### src/rtl/unsigned_divider_16by8_seq_if.sv
// Handshake bundle for the sequential unsigned divider.
// The master side supplies operands and accepts results; the slave side is the divider.
interface unsigned_divider_16by8_seq_if #(
    parameter int DW = 8
);
    logic              in_valid;
    logic              in_ready;
    logic [2*DW-1:0]   z;
    logic [DW-1:0]     y;
    logic              out_valid;
    logic              out_ready;
    logic [2*DW-1:0]   x;
    logic [DW-1:0]     r;
    logic              dz;

    modport master (
        output in_valid, z, y, out_ready,
        input  in_ready, out_valid, x, r, dz
    );

    modport slave (
        input  in_valid, z, y, out_ready,
        output in_ready, out_valid, x, r, dz
    );
endinterface

### src/rtl/unsigned_divider_16by8_seq.sv
// Sequential restoring divider: x = floor(z / y), r = z mod y, one quotient bit per clock.
// Division by zero is reported through dz with x = all ones and r = low byte of z.
module unsigned_divider_16by8_seq #(
    parameter int DW = 8
) (
    input  logic                          clk,
    input  logic                          rst,
    unsigned_divider_16by8_seq_if.slave   bus
);
    localparam int QW = 2 * DW;
    localparam int CW = $clog2(QW + 1);

    typedef enum logic [1:0] {
        ST_IDLE = 2'd0,
        ST_CALC = 2'd1,
        ST_DONE = 2'd2
    } state_t;

    state_t            state_r;
    state_t            state_nxt_s;
    logic              in_ready_r;
    logic              in_ready_nxt_s;
    logic              out_valid_r;
    logic              out_valid_nxt_s;
    logic [DW:0]       rem_r;
    logic [QW-1:0]     q_r;
    logic [DW-1:0]     y_r;
    logic [CW-1:0]     cnt_r;
    logic [QW-1:0]     x_r;
    logic [DW-1:0]     r_r;
    logic              dz_r;
    logic [DW+QW:0]    step_s;
    logic [DW:0]       rem_step_s;
    logic [QW-1:0]     q_step_s;

    // One restoring iteration: shift {rem, q} left, try subtracting the divisor,
    // keep the difference and set the new quotient bit only when no borrow occurs.
    // The remainder entering a step is always below d, so the shifted value fits in DW+1 bits.
    function automatic logic [DW+QW:0] restore_step(
        input logic [DW:0]   rem,
        input logic [QW-1:0] q,
        input logic [DW-1:0] d
    );
        logic [DW:0]   rem_sh;
        logic [QW-1:0] q_sh;
        logic [DW+1:0] trial;
        rem_sh = {rem[DW-1:0], q[QW-1]};
        q_sh   = {q[QW-2:0], 1'b0};
        trial  = {1'b0, rem_sh} - {2'b00, d};
        if (trial[DW+1]) begin
            restore_step = {rem_sh, q_sh};
        end else begin
            restore_step = {trial[DW:0], q_sh[QW-1:1], 1'b1};
        end
    endfunction

    assign step_s     = restore_step(rem_r, q_r, y_r);
    assign rem_step_s = step_s[DW+QW:QW];
    assign q_step_s   = step_s[QW-1:0];

    // State register.
    always_ff @(posedge clk or posedge rst) begin
        if (rst) begin
            state_r <= ST_IDLE;
        end else begin
            state_r <= state_nxt_s;
        end
    end

    // Next-state decode: accept in IDLE, finish CALC on the last iteration, release DONE on handshake.
    always_comb begin
        state_nxt_s = state_r;
        case (state_r)
            ST_IDLE: begin
                if (bus.in_valid) begin
                    if (bus.y == {DW{1'b0}}) begin
                        state_nxt_s = ST_DONE;
                    end else begin
                        state_nxt_s = ST_CALC;
                    end
                end else begin
                    state_nxt_s = ST_IDLE;
                end
            end
            ST_CALC: begin
                if (cnt_r == CW'(1)) begin
                    state_nxt_s = ST_DONE;
                end else begin
                    state_nxt_s = ST_CALC;
                end
            end
            ST_DONE: begin
                if (bus.out_ready) begin
                    state_nxt_s = ST_IDLE;
                end else begin
                    state_nxt_s = ST_DONE;
                end
            end
            default: begin
                state_nxt_s = ST_IDLE;
            end
        endcase
    end

    // Output decode from the upcoming state so the handshake flags are registered.
    always_comb begin
        in_ready_nxt_s  = 1'b0;
        out_valid_nxt_s = 1'b0;
        case (state_nxt_s)
            ST_IDLE: in_ready_nxt_s  = 1'b1;
            ST_DONE: out_valid_nxt_s = 1'b1;
            default: begin
                in_ready_nxt_s  = 1'b0;
                out_valid_nxt_s = 1'b0;
            end
        endcase
    end

    // Handshake flag registers.
    always_ff @(posedge clk or posedge rst) begin
        if (rst) begin
            in_ready_r  <= 1'b1;
            out_valid_r <= 1'b0;
        end else begin
            in_ready_r  <= in_ready_nxt_s;
            out_valid_r <= out_valid_nxt_s;
        end
    end

    // Datapath: operand capture, iteration, and result load; results hold until the next load.
    always_ff @(posedge clk or posedge rst) begin
        if (rst) begin
            rem_r <= {(DW+1){1'b0}};
            q_r   <= {QW{1'b0}};
            y_r   <= {DW{1'b0}};
            cnt_r <= {CW{1'b0}};
            x_r   <= {QW{1'b0}};
            r_r   <= {DW{1'b0}};
            dz_r  <= 1'b0;
        end else begin
            case (state_r)
                ST_IDLE: begin
                    if (bus.in_valid) begin
                        y_r <= bus.y;
                        if (bus.y != {DW{1'b0}}) begin
                            q_r   <= bus.z;
                            rem_r <= {(DW+1){1'b0}};
                            cnt_r <= CW'(QW);
                        end else begin
                            x_r  <= {QW{1'b1}};
                            r_r  <= bus.z[DW-1:0];
                            dz_r <= 1'b1;
                        end
                    end
                end
                ST_CALC: begin
                    rem_r <= rem_step_s;
                    q_r   <= q_step_s;
                    cnt_r <= cnt_r - CW'(1);
                    if (cnt_r == CW'(1)) begin
                        x_r  <= q_step_s;
                        r_r  <= rem_step_s[DW-1:0];
                        dz_r <= 1'b0;
                    end
                end
                default: begin
                    rem_r <= rem_r;
                end
            endcase
        end
    end

    assign bus.in_ready  = in_ready_r;
    assign bus.out_valid = out_valid_r;
    assign bus.x         = x_r;
    assign bus.r         = r_r;
    assign bus.dz        = dz_r;
endmodule

### src/flat_wrapper.sv
// flat-port wrapper written by rule: the top's interface ports become plain ports
module unsigned_divider_16by8_seq_flat 
#(
    parameter int DW = 8
)
  (clk, rst, bus_in_valid, bus_z, bus_y, bus_out_ready, bus_in_ready, bus_out_valid, bus_x, bus_r, bus_dz);
  unsigned_divider_16by8_seq_if #(.DW(DW)) bus_i ();
  input  logic clk;
  input  logic rst;
  input wire logic [$bits(bus_i.in_valid)-1:0] bus_in_valid;
  input wire logic [$bits(bus_i.z)-1:0] bus_z;
  input wire logic [$bits(bus_i.y)-1:0] bus_y;
  input wire logic [$bits(bus_i.out_ready)-1:0] bus_out_ready;
  output wire logic [$bits(bus_i.in_ready)-1:0] bus_in_ready;
  output wire logic [$bits(bus_i.out_valid)-1:0] bus_out_valid;
  output wire logic [$bits(bus_i.x)-1:0] bus_x;
  output wire logic [$bits(bus_i.r)-1:0] bus_r;
  output wire logic [$bits(bus_i.dz)-1:0] bus_dz;
  assign bus_i.in_valid = bus_in_valid;
  assign bus_i.z = bus_z;
  assign bus_i.y = bus_y;
  assign bus_i.out_ready = bus_out_ready;
  assign bus_in_ready = bus_i.in_ready;
  assign bus_out_valid = bus_i.out_valid;
  assign bus_x = bus_i.x;
  assign bus_r = bus_i.r;
  assign bus_dz = bus_i.dz;
  unsigned_divider_16by8_seq #(.DW(DW)) u_core (.clk(clk), .rst(rst), .bus(bus_i));
endmodule
### config.mk
export PLATFORM = sky130hd
export DESIGN_NAME = unsigned_divider_16by8_seq_flat
export DESIGN_NICKNAME = d
export VERILOG_FILES = /design/src/rtl/unsigned_divider_16by8_seq_if.sv /design/src/rtl/unsigned_divider_16by8_seq.sv /design/src/flat_wrapper.sv
export SDC_FILE = /design/constraint.sdc
export NUM_CORES = 1
export LEC_CHECK = 0
export ABC_AREA = 1
export BUFFER_PORTS_ARGS = -buffer_cell sky130_fd_sc_hd__clkbuf_2
export CORE_MARGIN = 1
export CORE_UTILIZATION = 45
export CTS_BUF_LIST = sky130_fd_sc_hd__clkbuf_8
export CTS_CLUSTER_DIAMETER = 100
export DETAILED_ROUTE_END_ITERATION = 10
export HOLD_SLACK_MARGIN = 0.1
export PLACE_DENSITY = 0.66
export SYNTH_ARGS = -nofsm -noshare
export SYNTH_HDL_FRONTEND = slang
export SYNTH_SLANG_ARGS = --single-unit
### constraint.sdc
create_clock -name clk -period 2.1 [get_ports clk]
set_input_delay 0.105 -clock clk [delete_from_list [all_inputs] [get_ports clk]]
set_output_delay 0.105 -clock clk [all_outputs]
set_load 0.005 [all_outputs]
Yosys cells after proc, flatten, opt, wreduce, memory -nomap -nowiden
Cells that the tools add are included.
{"block": "word_totals", "out_inout_bits": 27, "regBits": 66, "wordCells": 57}
{"block": "classes", "mux": 29, "n_addsub": 2, "n_eq_ne": 8, "n_reduce_logical": 8}
{"cell": "16-bit two-way mux", "n": 5}
{"cell": "16-bit case mux with 2 select lines", "n": 2}
{"cell": "8-bit two-way mux", "n": 5}
{"cell": "8-bit case mux with 2 select lines", "n": 2}
{"cell": "24-bit two-way mux", "n": 1}
{"cell": "5-bit two-way mux", "n": 2}
{"cell": "5-bit case mux with 2 select lines", "n": 1}
{"cell": "9-bit by 8-bit subtractor with 10-bit output", "n": 1}
{"cell": "8-bit zero test", "n": 1}
{"cell": "2-bit two-way mux", "n": 4}
{"cell": "8-bit nonzero test", "n": 1}
{"cell": "2-bit case mux with 3 select lines", "n": 1}
{"cell": "5-bit by 1-bit equality test with 1-bit output (second input constant)", "n": 1}
{"cell": "1-bit two-way mux", "n": 5}
{"cell": "5-bit by 1-bit subtractor with 5-bit output (second input constant)", "n": 1}
{"cell": "2-bit equality test (second input constant)", "n": 2}
{"cell": "2-bit zero test", "n": 2}
{"cell": "2-bit by 1-bit != test with 1-bit output (second input constant)", "n": 2}
{"cell": "2-bit != test (second input constant)", "n": 2}
{"cell": "4-bit AND reduction", "n": 1}
{"cell": "3-bit AND reduction", "n": 1}
{"cell": "2-bit by 1-bit equality test with 1-bit output (second input constant)", "n": 1}
{"cell": "1-bit case mux with 2 select lines", "n": 1}
{"cell": "2-bit AND reduction", "n": 1}
{"cell": "2-bit nonzero test", "n": 1}

Logic depth before layout (Yosys ltp)
Gate-level depths: netlist of the first run.
{"block": "logic_depth", "depth_word": 6, "depth_mapped": 13}

Worst setup path after synthesis of the first run
No wires, ideal clock.
{"block": "synth_timing", "path_type": "register to register", "startpoint": "reg u_core.rem_r[1]", "endpoint": "reg u_core.r_r[1] (netlist: u_core.bus.r[1])", "t_arrival_ns": 1.614, "t_required_ns": 1.987, "path_stages_with_launch": 11, "path_slack_ns": 0.373, "n_path_buf": 0, "period_less_slack_ns": 1.727, "path_cell_list": "dfrtp_1 ha_1 or2_1 nand3_1 nand2_1 nand2_2 nand2_2 nand3b_1 nand3_1 nand2_1 inv_1"}
{"block": "synth_via", "elab_chain_len": 4}
{"item": "from (decl)", "line_no": "unsigned_divider_16by8_seq.sv:25", "rtl": "logic [DW:0] rem_r;"}
{"item": "from (signal assigned)", "line_no": "unsigned_divider_16by8_seq.sv:133", "rtl": "rem_r <= {(DW+1){1'b0}};"}
{"item": "from (signal assigned)", "line_no": "unsigned_divider_16by8_seq.sv:147", "rtl": "rem_r <= {(DW+1){1'b0}};"}
{"item": "from (signal assigned)", "line_no": "unsigned_divider_16by8_seq.sv:157", "rtl": "rem_r <= rem_step_s;"}
{"item": "9-bit by 8-bit subtractor with 10-bit output", "line_no": "unsigned_divider_16by8_seq.sv:49", "rtl": "trial = {1'b0, rem_sh} - {2'b00, d};"}
{"item": "24-bit two-way mux", "line_no": "unsigned_divider_16by8_seq.sv:50", "rtl": "if (trial[DW+1]) begin"}
{"item": "8-bit two-way mux", "line_no": "unsigned_divider_16by8_seq.sv:160", "rtl": "if (cnt_r == CW'(1)) begin"}
{"item": "8-bit case mux with 2 select lines", "line_no": "unsigned_divider_16by8_seq.sv:141", "rtl": "case (state_r)"}
{"item": "to (signal assigned)", "line_no": "unsigned_divider_16by8_seq.sv:138", "rtl": "r_r <= {DW{1'b0}};"}
{"item": "to (signal assigned)", "line_no": "unsigned_divider_16by8_seq.sv:151", "rtl": "r_r <= bus.z[DW-1:0];"}
{"item": "to (signal assigned)", "line_no": "unsigned_divider_16by8_seq.sv:162", "rtl": "r_r <= rem_step_s[DW-1:0];"}
{"item": "to (decl)", "line_no": "unsigned_divider_16by8_seq.sv:30", "rtl": "logic [DW-1:0] r_r;"}
Every way passes these cells. The select of a mux whose other input is x is not followed.
A chain may end at the register's enable or synchronous reset.

Worst setup path in the final report of the first run
Ends and elaborated chain as after synthesis.

==> run_results.csv, run 1 <==
group,metric,value,unit
global_routing,overflow,0,
logic_synthesis,synthXorXnorAreaFrac,1.297,%
route,via_per_inst,4.893,
logic_synthesis,postSynthCellCount,405,
logic_synthesis,synthAdderAreaFrac,4.298,%
logic_synthesis,synth_top_area_share,48.17,%
sta,slew_headroom,62.95,%
power,cellPowerDensity,1599,mW/mm²
logic_synthesis,yosysSeqAreaShare,48.94,%
floorplanning,core-area,0.007253,mm²
logic_synthesis,synth_area,0.003377,mm²
outcome,status,"complete, no violations",
floorplanning,row_count,31,
setup_path,r2r_start,"u_core.rem_r[1]",
final_layout,layout_commonest_cell,"nand2_1",
setup_path,path_cells,"ha_1, or2_1, nand3_1, nand2_1, nand2_2, nand2_4, nand3b_1, nand3_1, nand2_1, inv_1",
setup_path,r2r_slack,0.19,ns
route,drc,0,
logic_synthesis,synth.net_count,444,
setup_path,worst-path-buf-inv,1,
logic_synthesis,avgSynthCellArea,8.338,µm²
final_layout,layout_common_cells,"nand2_1, dfrtp_1, inv_1",
logic_synthesis,synth_seq_cells,66,
sta,worstMarginPinSlew,0.5550,ns
setup_path,crit_path_start_kind,"flop",
logic_synthesis,yosysWarnings,0,
setup_path,critPathKind,"flop to flop",
clock_network,clock-sinks,66,
global_routing,grt_pass1_vias,2777,
logic_synthesis,synth-simple-area-share,23.93,%
hold_path,hold_depth,5,
route,vias,2872,
sta,hold_ws,0.1236,ns
floorplanning,die_x,88.63,µm
sta,rsz0062_at_grt,"no",
setup_path,ff2ff_path_depth,10,
route,avgRoutedWirePerCell,12.67,µm
floorplanning,dieArea,0.007855,mm²
clock_network,clkTransAtPathRegs,0.07,ns
placement,portBuffers,54,
setup_path,critPathCaptureType,"flop",
setup_path,critPathMaxFanout,10,
floorplanning,start_util,46.56,%
final_layout,antennaDiodeCount,0,
global_routing,grt_max_degree,45,
floorplanning,io_pins,55,
sta,tns,0,ns
sta,fin_skew,0.008862,ns
final_layout,multiInputGateArea,0.001429,mm²
final_layout,final_nets,522,
global_routing,antenna_found_initial,0,
setup_path,cp_slowest_stage_delay,0.40,ns
placement,place_ws,0.1361,ns
route,dr.pass1.iters,4,
logic_synthesis,synth-compound-area-share,12.30,%
sta,finalSetupViolations,0,
final_layout,fillCellCount,700,
final_layout,final_cells,587,
global_routing,grt_pass1_wl,12.73,mm
logic_synthesis,synthMuxAreaShare,0.3335,%
route,initialDrtViolationCount,179,
clock_network,htree_levels,3,
global_routing,grt_usage,21.69,%
sta,final.min_clock_period,1.908,ns
logic_synthesis,synth_area_leaders,"dfrtp_1, nand2_1, inv_1, o21ai_0, nand3_1",
setup_path,worst_ep_arrival_time,2.15,ns
route,antenna_left,0,
power,leakagePower,2.102,nW
logic_synthesis,async_flop_share,100.0,%
placement,dp_cells,552,
clock_network,cts_made_buffers,9,
final_layout,post_route_cells_drive_above_1_share,20.90,%
logic_synthesis,yosysTopAreaCell,"dfrtp_1",
logic_synthesis,synth_top_family_by_area,"simple AND/OR/NAND/NOR gates",
sta,max_clock_freq,524.2,MHz
hold_path,hold_path_class,"input pin to flop",
hold_path,min_to,"u_core.q_r[3]",
final_layout,regArea,0.001653,mm²
sta,hold_viol,0,
sta,finalCritPeriodShare,90.84,%
setup_path,cp_top_family,"simple AND/OR/NAND/NOR gates",
power,vdd_drop_max,0.0006590,V
setup_path,r2r-end,"u_core.bus.r[1]",
sta,slew_violations,0,
clock_network,clk_latency,0.34,ns
setup_path,worstPathRequired,2.34,ns
flow_run,cap_violations,0,
power,power,6.644,mW
route,wirelength,7.440,mm
sta,final.setup.worst_slack,0.1925,ns
setup_path,crit_slowest_cell,"dfrtp_1",
floorplanning,die-height,88.63,µm
placement,dp_hpwl,5.245,mm
logic_synthesis,synthFlopType,"dfrtp_1",
placement,gp_congestion,0.8250,
logic_synthesis,yosysUniqueCellTypes,34,
final_layout,area_delta_synth_final,23.01,%
clock_network,cts_tree,"done",
logic_synthesis,synth_edf_count,0,
clock_network,cts_max_path_buffers,2,
clock_network,cts_root_buf,"clkbuf_8",
hold_path,worstHoldStart,"bus_z[3]",
==> sequential cells by signal, indices dropped and copies added, names as in the netlist <==
| signal | flops |
|---|---|
| u_core.y_r | 8 |
| u_core.bus.r | 8 |
| u_core.state_r | 2 |
| u_core.q_r | 16 |
| u_core.bus.out_valid | 1 |
| u_core.bus.x | 16 |
| u_core.rem_r | 8 |
| u_core.bus.in_ready | 1 |
| u_core.bus.dz | 1 |
| u_core.cnt_r | 5 |
==> synth_stat cells (all sizes together), types with 9 or more instances <==
| cell | count |
|---|---|
| a21oi | 20 |
| nand2 | 87 |
| dfrtp | 65 |
| or2 | 10 |
| nand3 | 29 |
| buf | 9 |
| ha | 10 |
| o21ai | 36 |
| o211ai | 10 |
| inv | 60 |
| nor2 | 33 |
| nand4 | 10 |
==> worst register-to-register path, cell delays in order, from the launching register on <==
cell and delay (ns):
dfrtp_1 0.40, ha_1 0.35, or2_1 0.24, nand3_1 0.10, nand2_1 0.09, nand2_2 0.18
nand2_4 0.13, nand3b_1 0.14, nand3_1 0.09, nand2_1 0.06, inv_1 0.03
==> worst max-delay path by stage <==
| stage | start | end | cells past startpoint |
|---|---|---|---|
| 2_1_floorplan | rst | u_core.bus.dz | 1 |
| 3_3_place_gp | u_core.rem_r[1] | u_core.bus.r[0] | 10 |
| 3_5_place_dp | u_core.rem_r[1] | u_core.bus.r[1] | 10 |
| 4_1_cts | u_core.rem_r[1] | u_core.bus.r[1] | 10 |
| 5_1_grt | u_core.rem_r[1] | u_core.bus.r[6] | 10 |
| 6_report | u_core.rem_r[1] | u_core.bus.r[1] | 10 |
==> layout make-up <==
type	count	area share, %
clock buffers	9	2.982
clock inverters	7	1.476
inverters	60	5.422
multi-input cells	266	34.40
flip-flops and latches	66	39.79
well taps	99	2.982
repair buffers	80	12.95
==> cells by family after synthesis <==
family,after synthesis
DFF,66
adders and majority gates,11
muxes,1
buffers and inverters,73
xor gates and xnor gates,5
and+or+nand+nor,174
AOI/OAI and AO/OA,75
==> per-layer routing <==
layer / vias to the layer above / share of wire [%] / track usage (%)
met5: - / 0 / 0
met4: 0 / 2.2 / 10.70
met3: 13 / 3.5 / 3.451
met2: 58 / 46 / 35.73
met1: 1328 / 48 / 27.85
li1: 1473 / - / -
==> report_power, final <==
group / switching, mW / total, mW / internal, mW
logic: 2.07 / 3.43 / 1.36
clock network: 0.487 / 1.02 / 0.535
registers: 0.312 / 2.19 / 1.88
==> per-stage QoR <==
step | area, µm² | util [%]
floorplan | 3377 | -
global placement | 3774 | 52.03
detailed placement | 3774 | 52.03
CTS | 4149 | 57.20
global route | 4154 | 57.27
finish | 4154 | 57.27
==> repair_timing <==
| item | CTS | global route |
|---|---|---|
| hold buffers | 19 | 0 |
| gates resized for setup | 0 | 1 |
| hold endpoints to repair | 42 | 0 |
| buffers inserted | 0 | 0 |
| setup endpoints to repair | 0 | 5 |
(Power assumes the default switching activity.)
==> run 2, diff against run 1 <==
==> constraint.sdc (replaced) <==
create_clock -name clk -period 2.1 [get_ports clk]
set_input_delay 0.42 -clock clk [delete_from_list [all_inputs] [get_ports clk]]
set_output_delay 0.42 -clock clk [all_outputs]
set_load 0.005 [all_outputs]
==> run 2 against run 1 <==
Net effect: setup slack got worse by 0.0095 ns; final cell count fell by 3.2%; via count fell by 2.4%; clock-buffer cell count rose by 1; sequential share of layout area rose by 1.7 points; critical path depth did not move; design area fell by 4.1%; first-iteration DRC count fell by 2.8%; clock power rose by 17%.
==> run_results.csv, run 2 (synthesis gave the netlist of run 1 again) <==
group,metric,value,unit
outcome,status,"complete, no violations",
final_layout,post_route_cells_drive_above_1_share,21.96,%
clock_network,clk_latency,0.35,ns
floorplanning,die_x,88.63,µm
setup_path,crit_slowest_cell,"dfrtp_1",
route,avgRoutedWirePerCell,12.87,µm
clock_network,cts_made_buffers,9,
clock_network,cts_tree,"done",
route,via_per_inst,4.937,
route,initialDrtViolationCount,174,
route,dr.pass1.iters,4,
sta,finalCritPeriodShare,91.29,%
setup_path,path_cells,"ha_1, or2_1, nand3_1, nand2_1, nand2_2, nand2_4, nand3_1, nand3_1, nand2_1, inv_1",
final_layout,layout_common_cells,"nand2_1, dfrtp_1, inv_1, clkbuf_2, o21ai_0",
power,leakagePower,2.032,nW
setup_path,r2r-end,"u_core.bus.r[6]",
global_routing,grt_pass1_vias,2641,
setup_path,crit_path_start_kind,"flop",
sta,rsz0062_at_grt,"no",
floorplanning,die-height,88.63,µm
setup_path,worstPathRequired,2.34,ns
sta,final.setup.worst_slack,0.1830,ns
final_layout,area_delta_synth_final,17.97,%
placement,placed_area,0.003761,mm²
sta,slew_violations,0,
final_layout,design_area,0.003984,mm²
setup_path,cp_slowest_stage_delay,0.40,ns
sta,finalSetupViolations,0,
floorplanning,core-area,0.007253,mm²
setup_path,r2r_slack,0.18,ns
setup_path,cpMostUsedCell,"nand3_1",
setup_path,worst_ep_arrival_time,2.16,ns
route,drc,0,
clock_network,cts_setup_buffers,0,
clock_network,cts_root_buf,"clkbuf_8",
clock_network,clock-sinks,66,
route,antenna_left,0,
global_routing,overflow,0,
flow_run,cap_violations,0,
clock_network,clkTransAtPathRegs,0.08,ns
power,vdd_drop_max,0.0006601,V
setup_path,critPathKind,"flop to flop",
setup_path,crit_path_start,"u_core.rem_r[1]",
clock_network,cts_max_path_buffers,2,
sta,fin_skew,0.01067,ns
global_routing,antenna_found_initial,0,
sta,max_clock_freq,521.6,MHz
setup_path,endpoint,"u_core.bus.r[6]",
sta,final.min_clock_period,1.917,ns
hold_path,hold_path_class,"input pin to asynchronous set/reset pin",
global_routing,grt_usage,20.60,%
final_layout,layout_commonest_cell,"nand2_1",
floorplanning,io_pins,55,
route,wirelength,7.309,mm
route,vias,2804,
sta,worstMarginPinSlew,0.4328,ns
power,cellPowerDensity,1700,mW/mm²
floorplanning,dieArea,0.007855,mm²
placement,place_ws,0.1599,ns
placement,gp_congestion,0.8242,
global_routing,grt_max_degree,67,
placement,portBuffers,54,
sta,tns,0,ns
clock_network,cts_hold_buf,0,
sta,hold_ws,0.1146,ns
floorplanning,start_util,46.56,%
sta,hold_viol,0,
placement,dp_hpwl,5.105,mm
clock_network,htree_levels,3,
setup_path,r2r_start,"u_core.rem_r[1]",
clock_network,post_cts_resized,0,
final_layout,fin_util,54.93,%
setup_path,ff2ff_path_depth,10,
setup_path,critPathMaxFanout,10,
setup_path,critPathCaptureType,"flop",
final_layout,antennaDiodeCount,0,
floorplanning,row_count,31,
global_routing,grt_pass1_wl,12.19,mm
sta,slew_headroom,71.15,%
final_layout,final_nets,503,
==> run 2: cell count changes in the layout (fill, tap and decap cells not counted), sizes merged <==
cell and delta:
bufinv +1, clkbuf +1, clkinvlp -1, dlygate4sd3 -19
inv -1
==> run 2: area by class of cell <==
| type | count | area, µm² |
|---|---|---|
| Fill cell | 711 | 3269 |
| Sequential cell | 66 | 1653 |
| Multi-Input combinational cell | 266 | 1429 |
| Timing Repair Buffer | 61 | 335.3 |
| Inverter | 60 | 225.2 |
| Clock buffer | 10 | 137.6 |
| Tap cell | 99 | 123.9 |
| Clock inverter | 6 | 80.08 |
==> run 2: stage by stage <==
step | power (mW) | cells
4_1_cts | 6.793 | 568
3_5_place_dp | 5.590 | 552
2_1_floorplan | 4.677 | 405
5_1_grt | 7.426 | 568
3_3_place_gp | 5.511 | 552
6_report | 6.773 | 568
==> run 2: worst min-delay path by stage <==
| stage | start | to | slack, ns | cells after the start |
|---|---|---|---|---|
| 6_report | rst | u_core.bus.x[4] | 0.11 | 3 |
| 5_1_grt | rst | u_core.bus.x[4] | 0.14 | 3 |
| 3_3_place_gp | u_core.q_r[0] | u_core.q_r[0] | 0.48 | 2 |
| 3_5_place_dp | u_core.q_r[0] | u_core.q_r[0] | 0.49 | 2 |
| 2_1_floorplan | u_core.q_r[0] | u_core.q_r[0] | 0.45 | 2 |
| 4_1_cts | rst | u_core.bus.x[4] | 0.13 | 3 |
==> run 2: worst max-delay path: cells and delay by family (launching register included) <==
family | cells | cell delay (ns)
fa+ha+maj | 1 | 0.35
buf+inv | 1 | 0.04
flops | 1 | 0.40
simple gates | 8 | 1.03
==> run 2: where the power goes <==
group / internal (mW) / switching [mW]
Sequential: 1.88 / 0.309
Combinational: 1.31 / 2.07
Clock: 0.693 / 0.500
==> run 2: routing by layer <==
metal / vias to the layer above / part of all wire [%] / track usage, %
met5: - / 0 / 0
met1: 1300 / 48 / 27.29
li1: 1433 / - / -
met4: 0 / 1.5 / 8.358
met3: 7 / 4.9 / 5.970
met2: 64 / 46 / 31.82
